[src/rtl/uart_pkg.sv]
// Shared types and constants for the UART receive-side blocks.
package uart_pkg;

  // Receiver-enable sequencer states.
  typedef enum logic [1:0] {
    ST_IDLE  = 2'd0,
    ST_RUN   = 2'd1,
    ST_DRAIN = 2'd2
  } rx_state_t;

  // Parity check modes used by the receiver datapath.
  localparam logic [2:0] CHECK_NONE   = 3'd0;
  localparam logic [2:0] CHECK_EVEN   = 3'd1;
  localparam logic [2:0] CHECK_ODD    = 3'd2;
  localparam logic [2:0] CHECK_FIXED0 = 3'd3;
  localparam logic [2:0] CHECK_FIXED1 = 3'd4;

  // System clocks per bit period.
  function automatic int baud_div(input int clk_freq, input int baud);
    return clk_freq / baud;
  endfunction

endpackage

[src/rtl/uart_rx_ctrl_if.sv]
// Output byte stream of the receive controller.
// Handshake: a transfer happens on a rising clk edge where m_valid and
// m_ready are both 1. m_valid never depends on m_ready; m_data/m_perr are
// only meaningful while m_valid is 1 and stay stable until accepted.
interface uart_rx_ctrl_if;
  logic [7:0] m_data;
  logic       m_perr;
  logic       m_valid;
  logic       m_ready;

  modport master (output m_data, output m_perr, output m_valid, input m_ready);
  modport slave  (input m_data, input m_perr, input m_valid, output m_ready);
endinterface

[src/rtl/uart_rx_fifo.sv]
// Generic synchronous FIFO with occupancy. Write while full is accepted only
// when a read happens in the same cycle; read of an empty FIFO is ignored.
module uart_rx_fifo #(
  parameter int WIDTH = 9,
  parameter int DEPTH = 4
) (
  input  logic                   clk,
  input  logic                   rst_n,
  input  logic                   wr_en,
  input  logic [WIDTH-1:0]       wr_data,
  input  logic                   rd_en,
  output logic [WIDTH-1:0]       rd_data,
  output logic                   full,
  output logic                   empty,
  output logic [$clog2(DEPTH):0] level
);
  localparam int AW = $clog2(DEPTH);

  logic [WIDTH-1:0] mem [DEPTH];
  logic [AW-1:0]    wr_ptr;
  logic [AW-1:0]    rd_ptr;
  logic             rd_ok;
  logic             wr_ok;

  assign full    = (level == (AW+1)'(DEPTH));
  assign empty   = (level == '0);
  assign rd_ok   = rd_en && !empty;
  assign wr_ok   = wr_en && (!full || rd_ok);
  assign rd_data = mem[rd_ptr];

  // Storage, power-of-two wrapping pointers and occupancy count.
  always_ff @(posedge clk or negedge rst_n) begin
    if (!rst_n) begin
      wr_ptr <= '0;
      rd_ptr <= '0;
      level  <= '0;
      for (int i = 0; i < DEPTH; i++) mem[i] <= '0;
    end else begin
      if (wr_ok) begin
        mem[wr_ptr] <= wr_data;
        wr_ptr      <= wr_ptr + 1'b1;
      end
      if (rd_ok) rd_ptr <= rd_ptr + 1'b1;
      case ({wr_ok, rd_ok})
        2'b10:   level <= level + 1'b1;
        2'b01:   level <= level - 1'b1;
        default: level <= level;
      endcase
    end
  end
endmodule

[src/rtl/uart_rx_ctrl.sv]
// Receive-side controller: baud tick generation, receiver enable sequencing,
// byte buffering with parity tag, sticky overflow and parity-error count.
module uart_rx_ctrl
  import uart_pkg::*;
#(
  parameter int CLK_FREQ   = 50000000,
  parameter int BAUD       = 115200,
  parameter int FIFO_DEPTH = 4
) (
  input  logic                        clk,
  input  logic                        rst_n,
  input  logic                        enable,
  input  logic                        clr,
  input  logic                        rx_clk_en,
  output logic                        rx_clk,
  output logic                        rx_en,
  input  logic [7:0]                  rx_data,
  input  logic                        rx_data_valid,
  input  logic                        rx_check_flag,
  uart_rx_ctrl_if.master              m_if,
  output logic [$clog2(FIFO_DEPTH):0] level,
  output logic                        overflow,
  output logic [7:0]                  err_cnt,
  output rx_state_t                   fsm_state
);
  localparam int BAUD_DIV = baud_div(CLK_FREQ, BAUD);
  localparam int CW       = $clog2(BAUD_DIV);

  logic [CW-1:0] cnt;
  logic          first;
  rx_state_t     state_q;
  rx_state_t     state_d;
  logic          full;
  logic          empty;
  logic          rd;
  logic [8:0]    head;

  assign fsm_state = state_q;

  // Baud tick: first tick lands mid start-bit, later ones a full bit apart.
  always_ff @(posedge clk or negedge rst_n) begin
    if (!rst_n) begin
      cnt    <= '0;
      first  <= 1'b1;
      rx_clk <= 1'b0;
    end else if (!rx_clk_en) begin
      cnt    <= '0;
      first  <= 1'b1;
      rx_clk <= 1'b0;
    end else if (first && cnt == CW'(BAUD_DIV/2 - 1)) begin
      cnt    <= '0;
      first  <= 1'b0;
      rx_clk <= 1'b1;
    end else if (!first && cnt == CW'(BAUD_DIV - 1)) begin
      cnt    <= '0;
      rx_clk <= 1'b1;
    end else begin
      cnt    <= cnt + 1'b1;
      rx_clk <= 1'b0;
    end
  end

  // Enable sequencer next state: a frame in flight (rx_clk_en) holds DRAIN.
  always_comb begin
    state_d = state_q;
    case (state_q)
      ST_IDLE:  if (enable) state_d = ST_RUN;
      ST_RUN:   if (!enable) state_d = rx_clk_en ? ST_DRAIN : ST_IDLE;
      ST_DRAIN: begin
        if (enable)          state_d = ST_RUN;
        else if (!rx_clk_en) state_d = ST_IDLE;
      end
      default:  state_d = ST_IDLE;
    endcase
  end

  // State register; rx_en is registered from the next state.
  always_ff @(posedge clk or negedge rst_n) begin
    if (!rst_n) begin
      state_q <= ST_IDLE;
      rx_en   <= 1'b0;
    end else begin
      state_q <= state_d;
      rx_en   <= (state_d != ST_IDLE);
    end
  end

  assign rd            = m_if.m_valid && m_if.m_ready;
  assign m_if.m_valid  = !empty;
  assign m_if.m_data   = head[7:0];
  assign m_if.m_perr   = head[8];

  uart_rx_fifo #(.WIDTH(9), .DEPTH(FIFO_DEPTH)) u_fifo (
    .clk     (clk),
    .rst_n   (rst_n),
    .wr_en   (rx_data_valid),
    .wr_data ({rx_check_flag, rx_data}),
    .rd_en   (rd),
    .rd_data (head),
    .full    (full),
    .empty   (empty),
    .level   (level)
  );

  // Sticky overflow and saturating error count; a coincident event beats clr.
  always_ff @(posedge clk or negedge rst_n) begin
    if (!rst_n) begin
      overflow <= 1'b0;
      err_cnt  <= 8'd0;
    end else begin
      if (rx_data_valid && full && !rd) overflow <= 1'b1;
      else if (clr)                     overflow <= 1'b0;
      if (rx_data_valid && rx_check_flag) begin
        if (clr)                   err_cnt <= 8'd1;
        else if (err_cnt != 8'hFF) err_cnt <= err_cnt + 8'd1;
      end else if (clr) begin
        err_cnt <= 8'd0;
      end
    end
  end
endmodule
[src/flat_wrapper.sv]
// flat-port wrapper written by rule: the top's interface ports become plain ports
module uart_rx_ctrl_flat import uart_pkg::*;
#(
  parameter int CLK_FREQ   = 50000000,
  parameter int BAUD       = 115200,
  parameter int FIFO_DEPTH = 4
)
  (clk, rst_n, enable, clr, rx_clk_en, rx_clk, rx_en, rx_data, rx_data_valid, rx_check_flag, level, overflow, err_cnt, fsm_state, m_if_m_data, m_if_m_perr, m_if_m_valid, m_if_m_ready);
  uart_rx_ctrl_if m_if_i ();
  input  logic clk;
  input  logic rst_n;
  input  logic enable;
  input  logic clr;
  input  logic rx_clk_en;
  output logic rx_clk;
  output logic rx_en;
  input  logic [7:0] rx_data;
  input  logic rx_data_valid;
  input  logic rx_check_flag;
  output logic [$clog2(FIFO_DEPTH):0] level;
  output logic overflow;
  output logic [7:0] err_cnt;
  output rx_state_t fsm_state;
  output wire logic [$bits(m_if_i.m_data)-1:0] m_if_m_data;
  output wire logic [$bits(m_if_i.m_perr)-1:0] m_if_m_perr;
  output wire logic [$bits(m_if_i.m_valid)-1:0] m_if_m_valid;
  input wire logic [$bits(m_if_i.m_ready)-1:0] m_if_m_ready;
  assign m_if_m_data = m_if_i.m_data;
  assign m_if_m_perr = m_if_i.m_perr;
  assign m_if_m_valid = m_if_i.m_valid;
  assign m_if_i.m_ready = m_if_m_ready;
  uart_rx_ctrl #(.CLK_FREQ(CLK_FREQ), .BAUD(BAUD), .FIFO_DEPTH(FIFO_DEPTH)) u_core (.clk(clk), .rst_n(rst_n), .enable(enable), .clr(clr), .rx_clk_en(rx_clk_en), .rx_clk(rx_clk), .rx_en(rx_en), .rx_data(rx_data), .rx_data_valid(rx_data_valid), .rx_check_flag(rx_check_flag), .m_if(m_if_i), .level(level), .overflow(overflow), .err_cnt(err_cnt), .fsm_state(fsm_state));
endmodule
[config.mk]
export PLATFORM = sky130hd
export DESIGN_NAME = uart_rx_ctrl_flat
export DESIGN_NICKNAME = d
export VERILOG_FILES = /design/src/rtl/uart_pkg.sv /design/src/rtl/uart_rx_ctrl_if.sv /design/src/rtl/uart_rx_fifo.sv /design/src/rtl/uart_rx_ctrl.sv /design/src/flat_wrapper.sv
export SDC_FILE = /design/constraint.sdc
export NUM_CORES = 1
export LEC_CHECK = 0
export CORE_ASPECT_RATIO = 0.75
export CORE_UTILIZATION = 59
export DETAILED_ROUTE_END_ITERATION = 16
export PLACE_DENSITY = 0.93
export SETUP_SLACK_MARGIN = 0.2
export SLEW_MARGIN = 5
export SYNTH_ARGS = -nofsm -noshare
export SYNTH_HDL_FRONTEND = slang
export SYNTH_SLANG_ARGS = --single-unit
[constraint.sdc]
create_clock -name clk -period 6.09 [get_ports clk]
set_input_delay 0.9135 -clock clk [delete_from_list [all_inputs] [get_ports clk]]
set_output_delay 0.9135 -clock clk [all_outputs]
set_load 0.005 [all_outputs]
==> results.tsv <==
stage	metric	value	unit
outcome	status	complete, no violations	
setup_path	Worst Setup End Kind	output pin	
yosys	Post-synth EDFFs	0	
global_route	number of global-route vias before repair	2086	
power	P_sw	0.5357	mW
clocking	CTS Buffer Depth	2	
yosys	post-synth cell types	43	
setup_path	required time worst endpoint	5.18	ns
global_route	antenna violations before repair	0	
hold_path	Hold Crit Class	reg -> reg	
setup_path	critical path type	reg -> out	
die	initial core utilization	0.6122	
die	Die Ht	66.54	µm
timing	RSZ-0062 raised after global routing	no	
yosys	Synth Net Count	259	
power	Clk pwr share	0.200	
die	Core Box Area	5353	µm²
clocking	clk_lat worst skew	0.34	ns
clocking	CTS tree	done	
detailed_routing	final WL	6307	µm
placement	IO buf count	41	
finish	Core Util, Final	0.7396	
clocking	Post-CTS Setup Inserts	0	
yosys	largest area contributor in the netlist	dfrtp_1	
global_route	largest net degree at the start of global routing	67	
yosys	Top FF cell, synth	dfrtp_1	
timing	fin crit share	0.5109	
yosys	largest cells by area after synthesis	dfrtp_1 50%, mux2_4 16%, mux4_2 6.2%, ha_1 3.4%, nand2_8 2.4%	
yosys	Cell Area, Synth	3277	µm²
setup_path	CP max FO	11	
detailed_routing	drt first-iter violations	108	
clocking	clk sinks	66	
die	die width	88.06	µm
setup_path	CP startpoint	u_core.u_fifo.rd_ptr[0]	
detailed_routing	drt via density	5.642	
timing	Final Hold Vio Count	0	
setup_path	nature of the critical path startpoint	flip-flop	
clocking	Hold-fix buffers, CTS	0	
timing	max_slew headroom	0.3546	
clocking	Post-CTS Resized	0	
power	P_int	1.282	mW
die	cell row count	23	
finish	Inserted Diodes	0	
yosys	post-synth top area share	0.4964	
placement	Final GP Congestion	0.8100	
setup_path	Worst R2R Start	u_core.u_fifo.level[2]	
die	total die area	5859	µm²
clocking	Root Buffer	clkbuf_8	
power	LEAKAGE	1.810	nW
global_route	grt ovf	0	
global_route	Total GRT Usage	0.2450	
detailed_routing	DRC viols	0	
placement	dpl cells	344	
timing	Tightest Pin Transition	0.9637	ns
timing	final period demand of the worst path	3.111	ns
flow_run	max-cap viol count	0	
timing	clk_skew	0.005830	ns
hold_path	Hold Crit Start	u_core.u_fifo.mem[11]	
yosys	Syn. warnings	0	
yosys	ys async rst share	1.000	
setup_path	CP Data Arrival Time	2.20	ns
timing	Final TNS setup	0	ns
detailed_routing	Pre-antenna DRT Iters	4	
finish	Final nets	306	
power	sw frac	0.2948	
clocking	clk slew on worst S/H paths	0.07	ns
yosys	Avg Synthesized Cell Area	14.06	µm²
power	Seq pwr share	0.405	
yosys	post-synthesis sequential area ratio	0.5044	
global_route	first-pass GRT wire length	10210	µm
detailed_routing	Vias	2031	
yosys	Post-Syn Instances	233	
clocking	CTS buffer count	9	
power	Power per Cell Area	459.1	nW/µm²
timing	FMAX	0.3214	GHz
placement	hpwl dp	4267	µm
detailed_routing	routed len/inst	17.52	µm
timing	Hold Slack	0.5090	ns
die	IO Count	42	
timing	final number of max-transition violations	0	
timing	setup violators final	0	
clocking	H-Tree Depth	3	
yosys	FF+latch count, synth	66	
finish	non-filler cells, final	360	
detailed_routing	Antenna Nets Post-Route	0	
power	Comb power frac	0.395	
power	worst vdd ir	0.3216	mV
finish	layout overhead on the synthesized area	20.81	%
finish	share of cells above drive strength 1	0.2596	
## path summary, 6_finish.rpt
kind	endpoint	slack (ns)	cells past startpoint
worst max-delay path	m_if_m_data[4]	2.98	2
worst min-delay path	u_core.u_fifo.mem[11]	0.51	1
worst max register to register	u_core.u_fifo.level[1]	3.60	7
worst min register to register	u_core.u_fifo.mem[11]	0.51	1
max in group asynchronous	u_core.u_fifo.mem[28]	4.83	2
min in group asynchronous	u_core.cnt[2]	0.74	2
## worst max-delay path, cell delays in order, from the launching register on
cell             delay [ns]
dfrtp_1                0.77
mux4_2                 0.61
clkdlybuf4s50_1        0.47
## metal layers
layer | vias up | wire [µm] | global-route usage
li1 | 924 | - | -
met1 | 1018 | 2781 | 0.3113
met2 | 74 | 3059 | 0.3924
met3 | 15 | 333 | 0.07311
met4 | 0 | 133 | 0.1048
met5 | - | 0 | 0
## state kept, by name, summed over array words and instances, names as in the netlist
register              cells
u_core.u_fifo.wr_ptr      2
u_core.u_fifo.mem        36
u_core.first              1
u_core.overflow           1
u_core.rx_en              1
u_core.u_fifo.rd_ptr      2
u_core.cnt                9
u_core.rx_clk             1
u_core.u_fifo.level       3
u_core.err_cnt            8
u_core.fsm_state          2
## synthesized netlist by cell type (all sizes together), types with 3 or more instances
| library cell | n |
|---|---|
| nand2 | 12 |
| mux2 | 36 |
| ha | 9 |
| nand3 | 8 |
| mux4 | 9 |
| o21ai | 6 |
| xnor2 | 9 |
| a21oi | 3 |
| a31oi | 3 |
| xor2 | 6 |
| nor2 | 8 |
| inv | 12 |
| nor3 | 6 |
| dfrtp | 65 |
| clkbuf | 4 |
| and3 | 10 |
## metrics by stage
step	setup slack (ns)	cell area, µm²	power (mW)
final	2.979	3959	1.817
after global placement	2.862	3755	1.408
after global routing	2.850	3959	1.919
after floorplan	3.595	3277	1.182
after CTS	2.948	3959	1.833
after detailed placement	2.694	3755	1.457
## area by class of cell
type                    instances  area (µm²)
repair buffers                 42       412.9
clock buffers                  10       137.6
fillers                       353        1394
inverters                      12       45.04
clock inverters                 6       66.31
flip-flops and latches         66        1653
well taps                      75       93.84
multi-input cells             149        1550
## cell families after synthesis
| kind of cell | after synthesis | share of synthesized area |
|---|---|---|
| XOR/XNOR | 15 | 0.04009 |
| multiplexers | 46 | 0.2299 |
| adder cells (fa/ha/maj) | 10 | 0.04047 |
| AO/OA/AOI/OAI | 16 | 0.03017 |
| buffers and inverters | 18 | 0.02329 |
| flip-flops | 66 | 0.5044 |
| AND/OR/NAND/NOR | 62 | 0.1317 |
## power groups by stage
stage               Clock [mW]  Combinational, mW  Sequential, mW
finish                   0.364              0.718           0.735
CTS                      0.375              0.726           0.732
global placement             0              0.690           0.718
global route             0.395              0.771           0.752
floorplan                    0              0.515           0.666
detailed placement           0              0.724           0.733
## layout by cell type (no fill, tap or decap), types with 2 or more instances in the layout
cell type        instances
a31oi_1                  3
and3_1                  10
nand2_8                  4
nand2_1                  8
o21ai_0                  6
nor3_1                   6
mux4_2                   9
inv_1                   12
a21oi_1                  2
mux2_4                  36
xor2_1                   6
ha_1                     9
clkinvlp_4               3
clkdlybuf4s50_1         40
nand3_1                  8
or3_1                    2
nor2_1                   8
clkbuf_8                10
xnor2_1                  9
dfrtp_1                 65
No activity file was read; power rests on OpenSTA's default activity.
